--- src/rtl/maxpool_ctrl.sv ---
// 2x2 stride-2 max-pool controller: buffers even rows, pairs them with the odd row
// and drives an external max-of-4 comparator, one pooled result per handshake.
module maxpool_ctrl #(
    parameter int IMG_W = 8,
    parameter int IMG_H = 8
) (
    input  logic       clk,
    input  logic       rst_n,
    input  logic       start,
    input  logic       in_valid,
    input  logic [7:0] in_data,
    output logic       in_ready,
    output logic [7:0] cmp_num1,
    output logic [7:0] cmp_num2,
    output logic [7:0] cmp_num3,
    output logic [7:0] cmp_num4,
    input  logic [7:0] cmp_big,
    output logic       out_valid,
    output logic [7:0] out_data,
    input  logic       out_ready,
    output logic       busy,
    output logic       done
);
    localparam int CW = (IMG_W > 2) ? $clog2(IMG_W) : 1;
    localparam int RW = (IMG_H > 2) ? $clog2(IMG_H) : 1;
    localparam logic [CW-1:0] COL_LAST = CW'(IMG_W - 1);
    localparam logic [RW-1:0] ROW_LAST = RW'(IMG_H - 1);

    typedef enum logic [2:0] {IDLE, EVEN_ROW, ODD_ROW, OUT, DONE} state_t;

    state_t        state;
    logic [CW-1:0] col;
    logic [RW-1:0] row;
    logic [7:0]    hold;
    logic [7:0]    lbuf [IMG_W];
    logic          acc;
    logic [CW-1:0] col_even;

    assign acc      = in_valid && in_ready;
    assign col_even = {col[CW-1:1], 1'b0};
    assign out_data = cmp_big;

    // Line buffer carries no reset; every entry is rewritten before it is read.
    always_ff @(posedge clk) begin
        if (state == EVEN_ROW && acc)
            lbuf[col] <= in_data;
    end

    always_ff @(posedge clk or negedge rst_n) begin
        if (!rst_n) begin
            state     <= IDLE;
            col       <= '0;
            row       <= '0;
            hold      <= '0;
            cmp_num1  <= '0;
            cmp_num2  <= '0;
            cmp_num3  <= '0;
            cmp_num4  <= '0;
            in_ready  <= 1'b0;
            out_valid <= 1'b0;
            busy      <= 1'b0;
            done      <= 1'b0;
        end else begin
            case (state)
                IDLE: begin
                    if (start) begin
                        state    <= EVEN_ROW;
                        col      <= '0;
                        row      <= '0;
                        in_ready <= 1'b1;
                        busy     <= 1'b1;
                    end
                end
                EVEN_ROW: begin
                    if (acc) begin
                        if (col == COL_LAST) begin
                            col   <= '0;
                            row   <= row + RW'(1);
                            state <= ODD_ROW;
                        end else begin
                            col <= col + CW'(1);
                        end
                    end
                end
                ODD_ROW: begin
                    if (acc) begin
                        if (!col[0]) begin
                            hold <= in_data;
                            col  <= col + CW'(1);
                        end else begin
                            cmp_num1  <= lbuf[col_even];
                            cmp_num2  <= lbuf[col];
                            cmp_num3  <= hold;
                            cmp_num4  <= in_data;
                            in_ready  <= 1'b0;
                            out_valid <= 1'b1;
                            state     <= OUT;
                            if (col == COL_LAST) begin
                                col <= '0;
                                row <= (row == ROW_LAST) ? '0 : row + RW'(1);
                            end else begin
                                col <= col + CW'(1);
                            end
                        end
                    end
                end
                OUT: begin
                    // col/row already point past the window; row==0 at col==0 means frame wrapped.
                    if (out_ready) begin
                        out_valid <= 1'b0;
                        if (col != '0) begin
                            state    <= ODD_ROW;
                            in_ready <= 1'b1;
                        end else if (row != '0) begin
                            state    <= EVEN_ROW;
                            in_ready <= 1'b1;
                        end else begin
                            state <= DONE;
                            done  <= 1'b1;
                        end
                    end
                end
                DONE: begin
                    state <= IDLE;
                    done  <= 1'b0;
                    busy  <= 1'b0;
                end
                default: begin
                    state     <= IDLE;
                    in_ready  <= 1'b0;
                    out_valid <= 1'b0;
                    busy      <= 1'b0;
                    done      <= 1'b0;
                end
            endcase
        end
    end
endmodule

--- config.mk ---
export PLATFORM = sky130hd
export DESIGN_NAME = maxpool_ctrl
export DESIGN_NICKNAME = d
export VERILOG_FILES = /design/src/rtl/maxpool_ctrl.sv
export SDC_FILE = /design/constraint.sdc
export NUM_CORES = 1
export LEC_CHECK = 0
export ABC_CLOCK_PERIOD_IN_PS = 3000
export CELL_PAD_IN_SITES_DETAIL_PLACEMENT = 0
export CELL_PAD_IN_SITES_GLOBAL_PLACEMENT = 1
export CORE_ASPECT_RATIO = 0.5
export CORE_MARGIN = 5
export CORE_UTILIZATION = 40
export CTS_CLUSTER_SIZE = 20
export DETAILED_ROUTE_END_ITERATION = 8
export GPL_TIMING_DRIVEN = 0
export PLACE_DENSITY = 0.69
export SYNTH_ARGS = -nofsm -noshare
export SYNTH_HDL_FRONTEND = slang
export SYNTH_SLANG_ARGS = --single-unit
--- constraint.sdc ---
create_clock -name clk -period 3 [get_ports clk]
set_input_delay 0.45 -clock clk [delete_from_list [all_inputs] [get_ports clk]]
set_output_delay 0.45 -clock clk [all_outputs]
set_load 0.02 [all_outputs]
==> impl_metrics.csv <==
group,metric,value,unit
die,area_of_the_die,14800,um^2
grt,grt_antenna_before_repair,0,
die,pin_count,65,
synthesis,post_synthesis_instance_total,284,
die,floorplan.die.height,88.4,um
final_layout,layoutNonFillerInstCount,538,
place,post-place-cells,506,
sta,timing.final.hold_violations,0,
final_layout,num-fill-cells,975,
synthesis,postSynthRegisterBits,117,
sta,maxClockFrequency,404,MHz
worst_setup_path,worst_r2r_endpoint,"lbuf[0][7]$_DFFE_PP_",
sta,unrepaired_setup_endpoints_after_global_routing,"no",
place,port_buffers,56,
sta,final_period_minus_worst_setup_slack,2.47,ns
job,cap_viol_max_count,0,
sta,fin_crit_sh,82.4,%
die,core,11900,um^2
power_and_ir_drop,power.density,947,nW/um^2
grt,grt-ovfl-total,0,
grt,wire_length_of_the_first_global_routing_pass,16.5,mm
grt,grt_pass1_vias,2875,
clocking,clk_pin_slew,0.06,ns
clocking,cts_tree,"done",
clocking,numClockSinks,117,
worst_setup_path,rr_startpoint,"state[1]$_DFFE_PN0P_",
clocking,ctsHtreeMaxLevel,4,
sta,final_number_of_max_transition_violations,0,
synthesis,mappedNetlistArea,4920,um^2
synthesis,ys_dominant_reg_cell,"sky130_fd_sc_hd__edfxtp_1",
worst_setup_path,critPathRequiredTime,3.01,ns
sta,tns,0,ns
sta,timing.max_slew.rel_slack,16.4,%
hold_path,min-delay-start,"hold[4]$_DFFE_PN0P_",
final_layout,synthToLayoutAreaGrowth,27.3,%
route,wirelength,10.1,mm
hold_path,min_delay_worst_endpoint,"cmp_num3[4]$_DFFE_PN0P_",
sta,post-route-worst-setup-slack,0.527,ns
synthesis,register_area_share_after_synthesis,66.0,%
worst_setup_path,crit_path_start,"state[1]$_DFFE_PN0P_",
sta,setup_violations,0,
worst_setup_path,worstSetupPathType,"reg -> reg",
worst_setup_path,cp_cell_sequence,"buf_6, nor2b_1, nand4_1, nor3_1",
final_layout,fin_nets,388,
route,routedWlPerCell,18.8,um
die,num_rows,28,
place,place_area,5700,um^2
clocking,worstSkewPairLatency,0.41,ns
power_and_ir_drop,worst_ir_drop_vdd,0.413,mV
place,dpl.hpwl,6.75,mm
final_layout,layout.core_utilization,52.6,%
synthesis,synth_area_per_cell,17.3,um^2
power_and_ir_drop,p_leak,2.43,nW
sta,finClkSkew,0.0142,ns
clocking,cts_made_buffers,17,
place,globalplace.congestion,0.824,
synthesis,number_of_enable_flip_flop_cells_after_synthesis,64,
clocking,clock_tree.buffer_depth,2,
synthesis,synth_nets,311,
synthesis,synth_cell_type_count,40,
final_layout,drive_gt1_share,28.4,%
status,status,"finished, final reports clean",
die,die_width,167,um
route,avgViaCountPerCell,4.99,
route,post-route-drc-count,0,
hold_path,hold-path-cell-count,1,
worst_setup_path,worst_reg_to_reg_path_cell_count,4,
worst_setup_path,rrSetupSlack,0.53,ns
clocking,cts_hold_buf,1,
clocking,cts.root.buffer_cell,"sky130_fd_sc_hd__clkbuf_16",
grt,gr-usage-all-layers,15.1,%
synthesis,fraction_of_registers_with_async_set_or_reset_after_synthesis,45.3,%
worst_setup_path,critical_path_peak_fanout,10,
place,pre_cts_worst_setup_slack,0.156,ns
route,final_antenna_net_count,0,
route,firstDrtPassIters,4,
die,initial_core_util,41.3,%
clocking,cts_repair_resize_count,0,
clocking,post_cts_buffers,0,
worst_setup_path,worst_path_dominant_cell_family,"simple AND/OR/NAND/NOR gates",
final_layout,multi_input_comb_area,1460,um^2
route,detailedRoute.firstIterationViolations,234,
worst_setup_path,arrival,2.48,ns
worst_setup_path,worst_path_largest_cell_delay,1.02,ns
synthesis,yosysWarnings,0,
sta,worstMarginPinSlew,1.24,ns
worst_setup_path,setup.worst_path.end_class,"register",
final_layout,insertedDiodeCount,0,
worst_setup_path,cp.buffers_inverters,1,
final_layout,final_area,6260,um^2
grt,maximum_number_of_pins_on_one_net_before_global_route_repair,35,
final_layout,area.sequential,3250,um^2
worst_setup_path,worst_path_max_delay_cell,"sky130_fd_sc_hd__nor3_1",
route,dr_total_vias,2684,
worst_setup_path,cp-start-kind,"register",
hold_path,timing.hold.worst.class,"reg -> reg",
## sequential cells by signal (all words and copies together), names as in the netlist, 8 cells and up
name and flops:
cmp_num1 8, cmp_num2 8, lbuf 64, hold 8
cmp_num4 8, cmp_num3 8
## through the flow
step	power, mW	hold slack, ns
after global placement	4.07	0.480
final	5.93	0.504
after detailed placement	4.11	0.431
after CTS	5.99	0.505
after floorplan	3.43	0.154
after global routing	6.25	0.523
## logic make-up after synthesis
| kind of cell | Yosys count | share of synthesized area (%) |
|---|---|---|
| compound gates | 25 | 3.69 |
| fa+ha+maj | 6 | 1.53 |
| buf+inv | 30 | 4.32 |
| flops | 117 | 66.0 |
| mux | 61 | 19.7 |
| simple gates | 45 | 4.73 |
## worst max-delay path by stage
stage | end | slack, ns | depth (start not counted)
floorplan | lbuf[1][0]$_DFFE_PP_ | 1.08 | 4
global placement | cmp_num2[1]$_DFFE_PN0P_ | -0.18 | 1
detailed placement | lbuf[1][5]$_DFFE_PP_ | 0.16 | 3
CTS | lbuf[1][6]$_DFFE_PP_ | 0.47 | 4
global route | lbuf[0][6]$_DFFE_PP_ | 0.43 | 4
finish | lbuf[0][7]$_DFFE_PP_ | 0.53 | 4
## where the power goes
| part | switching [mW] | internal [mW] |
|---|---|---|
| clock network | 0.660 | 1.19 |
| logic | 0.865 | 0.955 |
| registers | 0.197 | 2.06 |
## area by class of cell
cell class | instances | area share, %
repair buffers | 58 | 9.35
clock buffers | 18 | 6.85
flip-flops and latches | 117 | 51.9
multi-input cells | 137 | 23.4
plain buffers | 19 | 2.74
well taps | 165 | 3.30
clock inverters | 13 | 1.86
inverters | 11 | 0.659
## placed cells by master (no fill, tap or decap), drive strengths merged, types with 5 or more instances in the layout
cell type,n
nand2,12
ha,6
nor2,14
inv,11
o21ai,6
clkinv,10
a21oi,6
mux2i,5
clkbuf,20
dfrtp,53
clkdlybuf4s50,55
mux4,16
buf,19
edfxtp,64
mux2,40
## routing by layer
layer,share of wire [%],global-route usage (%)
met1,43,18.1
met2,51,26.0
met3,5.7,5.53
met4,1.0,4.68
met5,0,0
## synth_stat cells, drive strengths merged, types with 5 or more instances
library cell,count,share of area [%]
inv,11,0.84
mux4,16,7.3
ha,6,1.5
buf,17,3.3
a21oi,6,0.61
edfxtp,64,39
mux2i,5,1.0
o21ai,6,0.61
nand2,12,0.92
dfrtp,53,27
mux2,40,11
nor2,14,1.1
Power figures use the tool's default switching activity.
